**config.mk**
```make
export PLATFORM = sky130hd
export DESIGN_NAME = sample_streamer
export DESIGN_NICKNAME = d
export VERILOG_FILES = /design/src/rtl/beamformer_pkg.sv /design/src/rtl/sample_streamer.sv
export SDC_FILE = /design/constraint.sdc
export NUM_CORES = 1
export LEC_CHECK = 0
export BUFFER_PORTS_ARGS = -buffer_cell sky130_fd_sc_hd__buf_4
export CAP_MARGIN = 5
export CELL_PAD_IN_SITES_DETAIL_PLACEMENT = 1
export CELL_PAD_IN_SITES_GLOBAL_PLACEMENT = 1
export CORE_ASPECT_RATIO = 0.6
export CORE_MARGIN = 4
export CORE_UTILIZATION = 35
export DETAILED_ROUTE_END_ITERATION = 6
export PLACE_DENSITY = 0.9
export SYNTH_ARGS = -nofsm -noshare
export SYNTH_HDL_FRONTEND = slang
export SYNTH_SLANG_ARGS = --single-unit
```
**constraint.sdc**
```tcl
create_clock -name clk -period 2 [get_ports clk]
set_input_delay 0.4 -clock clk [delete_from_list [all_inputs] [get_ports clk]]
set_output_delay 0.4 -clock clk [all_outputs]
set_load 0.01 [all_outputs]
```
**src/rtl/beamformer_pkg.sv**
```systemverilog
// Shared definitions for the beamformer front end: streamer FSM states,
// sample-memory read latency and the "no valid index" marker.
package beamformer_pkg;

    typedef enum logic [1:0] {
        ST_IDLE  = 2'd0,
        ST_FETCH = 2'd1,
        ST_DONE  = 2'd2
    } stream_state_e;

    localparam int MEM_LATENCY = 2;

    localparam logic [15:0] IDLE_INDEX = 16'hFFFF;

endpackage

```
**src/rtl/sample_streamer.sv**
```systemverilog
// Streams one frame of samples from an external synchronous RAM to the delay
// beamformer, holding each sample/index pair for HOLD_CYCLES cycles.
module sample_streamer
    import beamformer_pkg::*;
#(
    parameter int NUM_SAMPLES = 1024,
    parameter int HOLD_CYCLES = 4,
    parameter int MEM_LAT     = MEM_LATENCY
) (
    input  logic        clk,
    input  logic        rst,
    input  logic        start,
    input  logic        abort,
    output logic [15:0] mem_addr,
    output logic        mem_rden,
    input  logic [31:0] mem_q,
    output logic [31:0] sample_value,
    output logic [15:0] sample_index,
    output logic        start_beamformer,
    input  logic        data_good,
    output logic [15:0] good_count,
    output logic        busy,
    output logic        done
);

    localparam int SW = $clog2(HOLD_CYCLES);

    stream_state_e stateQ, stateD;
    logic [SW-1:0] slotQ, slotD;
    logic [15:0]   addrQ, addrD;
    logic          drainQ, drainD;
    logic [31:0]   valueQ, valueD;
    logic [15:0]   indexQ, indexD;
    logic          beamQ, beamD;
    logic [15:0]   goodQ, goodD;

    logic slotLoad;
    logic slotLast;
    logic addrLast;

    assign slotLoad = (slotQ == SW'(MEM_LAT));
    assign slotLast = (slotQ == SW'(HOLD_CYCLES - 1));
    assign addrLast = (addrQ == 16'(NUM_SAMPLES - 1));

    always_ff @(posedge clk) begin
        if (rst) begin
            stateQ <= ST_IDLE;
            slotQ  <= '0;
            addrQ  <= '0;
            drainQ <= 1'b0;
            valueQ <= '0;
            indexQ <= IDLE_INDEX;
            beamQ  <= 1'b0;
            goodQ  <= '0;
        end else begin
            stateQ <= stateD;
            slotQ  <= slotD;
            addrQ  <= addrD;
            drainQ <= drainD;
            valueQ <= valueD;
            indexQ <= indexD;
            beamQ  <= beamD;
            goodQ  <= goodD;
        end
    end

    // After the last address, the drain window runs the slot counter once more
    // without reading, so the final index is held a full HOLD_CYCLES before DONE.
    always_comb begin
        stateD = stateQ;
        slotD  = slotQ;
        addrD  = addrQ;
        drainD = drainQ;
        valueD = valueQ;
        indexD = indexQ;
        beamD  = beamQ;
        goodD  = goodQ;

        if (beamQ && data_good && (goodQ != 16'hFFFF)) begin
            goodD = goodQ + 16'd1;
        end

        case (stateQ)
            ST_IDLE: begin
                if (start) begin
                    stateD = ST_FETCH;
                    slotD  = '0;
                    addrD  = '0;
                    drainD = 1'b0;
                    goodD  = '0;
                end
            end
            ST_FETCH: begin
                if (!drainQ && slotLoad) begin
                    valueD = mem_q;
                    indexD = addrQ;
                    beamD  = 1'b1;
                end
                if (drainQ && slotLoad) begin
                    stateD = ST_DONE;
                    beamD  = 1'b0;
                    slotD  = '0;
                end else if (slotLast) begin
                    slotD = '0;
                    if (addrLast) begin
                        drainD = 1'b1;
                    end else begin
                        addrD = addrQ + 16'd1;
                    end
                end else begin
                    slotD = slotQ + SW'(1);
                end
            end
            ST_DONE: begin
                stateD = ST_IDLE;
                slotD  = '0;
                addrD  = '0;
                drainD = 1'b0;
            end
            default: begin
                stateD = ST_IDLE;
            end
        endcase

        if (abort) begin
            stateD = ST_IDLE;
            slotD  = '0;
            addrD  = '0;
            drainD = 1'b0;
            indexD = IDLE_INDEX;
            beamD  = 1'b0;
            goodD  = goodQ;
        end
    end

    assign mem_addr         = addrQ;
    assign mem_rden         = (stateQ == ST_FETCH) && (slotQ == '0) && !drainQ;
    assign sample_value     = valueQ;
    assign sample_index     = indexQ;
    assign start_beamformer = beamQ;
    assign good_count       = goodQ;
    assign busy             = (stateQ != ST_IDLE);
    assign done             = (stateQ == ST_DONE);

endmodule
```
==> metrics.txt <==
HP Start=mem_q[3]; r2r startpoint=slotQ[0]; Startpoint Class=flop; r2r endpoint=mem_addr[11]; Final min period=1971 ps; worst hold margin=308.7 ps; Yosys cell types=44; Die Y=86.61 µm; Avg Inst Size Synth=7.993 µm²; DR iter-0 viols=212; status=completed; PnR Total Power=3.698 mW; r2r setup slk=30 ps; Yosys warnings=0; cts bufs inserted=9; DRC violations left=0; share of layout cells above drive strength 1=28.79%; Leak=2.071 nW; die area=0.01204 mm²; hold endpoint=sample_value[3]; Core Util, Final=51.19%; Setup Buffers After CTS=0; R2R cell count=7; fin. max-slew vios=0; Worst Path Arrival=2230 ps; Port-buffer cells=120; RSZ-0062 raised after global routing=true; nets@finish=618; Netlist Area Pre-Place=0.003605 mm²; number of synthesized flops with an enable pin=0; Detailed Routing Iterations Pass 1=4; clk buf depth=2; #FFs+latches synth=86; Worst IR Drop VDD=0.0004036 V; clk_lat worst skew=340 ps; met2 track demand over resource=35.14%; clock sink count=86; top achievable clock speed=507.3 MHz; met1 global-route usage=26.27%; final wirelength=12440 µm; pin count of the biggest net entering global routing=43; Fillers=1222; # diodes=0; Placed Cells=700; Worst Path Max Fanout=6; global-route wire length before repair=20250 µm; Core ar.=0.009950 mm²; met3 Track Usage GR=6.395%; chip width=139.0 µm; Final setup viols=0; vias in the first global route=3904; Top delay family on crit path=compound AO/OA/AOI/OAI gates; crit path buf inv count=1; Layout Cells excl Fill=715; Starting Density=36.23%; CP required=2260 ps; PwrDens=726.1 mW/mm²; Rows=28; Hold WC Path Type=in -> reg; Placer Congestion=0.8448; overall routing resource usage=20.81%; Congestion Overflow GR=0; num ports=121; Clock transition at path regs=60 ps; vias per std cell=5.208; FFs w/ async S/R, synth=0%; setup_tns=0 ps; TritonCTS clock tree=built; Period Utilization, post-route=98.56%; Final Hold Viols=0; Hold Path Cell Cnt=3; clk_skew=6.115 ps; crit path capture type=flop; crit-path cells=inv_1 -> ha_1 -> nand2_1 -> a31o_2 -> o211ai_1 -> or3_1 -> a21oi_1; slew of the pin with the lowest slew margin=575.7 ps; CP max stage delay=380 ps; cells after synthesis=451; DP HPWL=9112 µm; global route hottest layer=met2; vias=3724; sequential share of the synthesized area=47.76%; clock root buffer master=clkbuf_16; slowest CP cell=dfxtp_1; Routed Antenna Nets=0; crit path kind=reg -> reg; syn_nets=493; Slew headroom=61.44%; H-tree depth=3; max_cap viols=0; initial antenna violation count=0; area grow syn2layout=41.31%; DR WL/cell=17.40 µm; Top FF cell, synth=dfxtp_1
-- power by group --
group,total (mW),switching (mW),internal (mW)
Combinational,0.155,0.0845,0.0705
Clock,1.83,0.671,1.16
Sequential,1.72,0.00194,1.71
-- cells in the mapped netlist (2+ instances only) --
master,number,share of area [%]
nor2_1,32,3.3
nor2b_1,2,0.35
nand2b_1,2,0.35
ha_1,5,1.7
buf_2,5,0.69
nand3_1,33,4.6
nor4_1,5,0.87
or2_2,2,0.35
inv_1,6,0.62
mux2i_1,2,0.56
a31oi_1,3,0.52
and3_1,6,1.0
and4_1,6,1.5
nand4_1,8,1.4
a21oi_1,45,6.2
xor2_1,11,2.7
nand2_1,116,12
o21ai_0,8,1.1
dfxtp_1,86,48
or4_1,3,0.62
xnor2_1,6,1.5
nor3_1,8,1.1
and2_1,2,0.35
o211ai_1,6,1.2
or3_1,7,1.2
clkbuf_1,18,1.9
-- what timing repair did --
action                                  in CTS  in global routing
gates resized for setup                      0                  5
endpoints found under the setup margin       0                  9
hold endpoints to repair                     0                  0
hold buffers                                 0                  0
-- state kept, by name, summed over array words and instances, names as in the netlist --
signal and flops:
sample_value 32, good_count 16, mem_addr 16, sample_index 16
slotQ 2, stateQ 2, drainQ 1, start_beamformer 1
-- worst max path at each step --
stage | from | endpoint | cells past startpoint | slack [ps]
global placement | mem_addr[7] | mem_addr[14] | 5 | 200
CTS | mem_addr[7] | mem_addr[12] | 5 | 4
global route | slotQ[0] | mem_addr[11] | 7 | -30
detailed placement | mem_addr[7] | mem_addr[12] | 5 | 30
floorplan | mem_addr[0] | mem_addr[14] | 7 | 140
finish | slotQ[0] | mem_addr[11] | 7 | 30
-- cell usage in the layout, fill, tap and decap left out, types with 3 or more instances in the layout --
master	synthesis	layout
and3_1	6	6
a31oi_1	3	3
or4_1	3	3
nand3_1	33	32
xor2_1	11	11
o21ai_0	8	8
nand4_1	8	8
buf_4	0	137
clkbuf_16	0	9
a21oi_1	45	45
nor2_1	32	31
ha_1	5	5
and4_1	6	6
inv_1	6	6
xnor2_1	6	6
o211ai_1	6	6
or3_1	7	6
nand2_1	116	116
dfxtp_1	86	86
nor3_1	8	8
nor4_2	0	3
-- cells by family (layout without fill, tap and decap cells) --
group / count (synthesis) / in the layout / share of synthesized area (%)
muxes: 2 / 2 / 0.5554
buffers and inverters: 30 / 159 / 3.297
xor gates and xnor gates: 17 / 17 / 4.130
and+or+nand+nor: 237 / 237 / 30.51
DFF: 86 / 86 / 47.76
AOI/OAI and AO/OA: 74 / 74 / 12.01
adders and majority gates: 5 / 5 / 1.736
-- worst reg2reg max path, cell delays in order (launching register included) --
cell,delay (ps)
dfxtp_1,380
inv_1,90
ha_1,260
nand2_1,170
a31o_2,280
o211ai_1,200
or3_1,350
a21oi_1,180
-- metrics by stage --
stage	setup slack [ps]	cell area (µm²)
final	28.84	5094
after detailed placement	28.10	4738
after global placement	203.4	4738
after CTS	3.610	5062
after global routing	-25.52	5094
after floorplan	142.6	3605
-- cell type report --
type / instances / area, µm² / share of cell area (%)
Sequential cell: 86 / 1722 / 33.80
Clock buffer: 12 / 256.5 / 5.036
Clock inverter: 3 / 67.56 / 1.326
Inverter: 6 / 22.52 / 0.4422
Multi-Input combinational cell: 335 / 1808 / 35.49
Tap cell: 135 / 168.9 / 3.316
Timing Repair Buffer: 138 / 1049 / 20.58
-- layer usage --
layer	up-vias	wire, µm	part of all wire (%)
met5	-	0	0
met4	0	84	0.68
met3	6	800	6.4
met2	109	5857	47
met1	1811	5698	46
li1	1798	-	-
No activity file was read; power rests on OpenSTA's default activity.
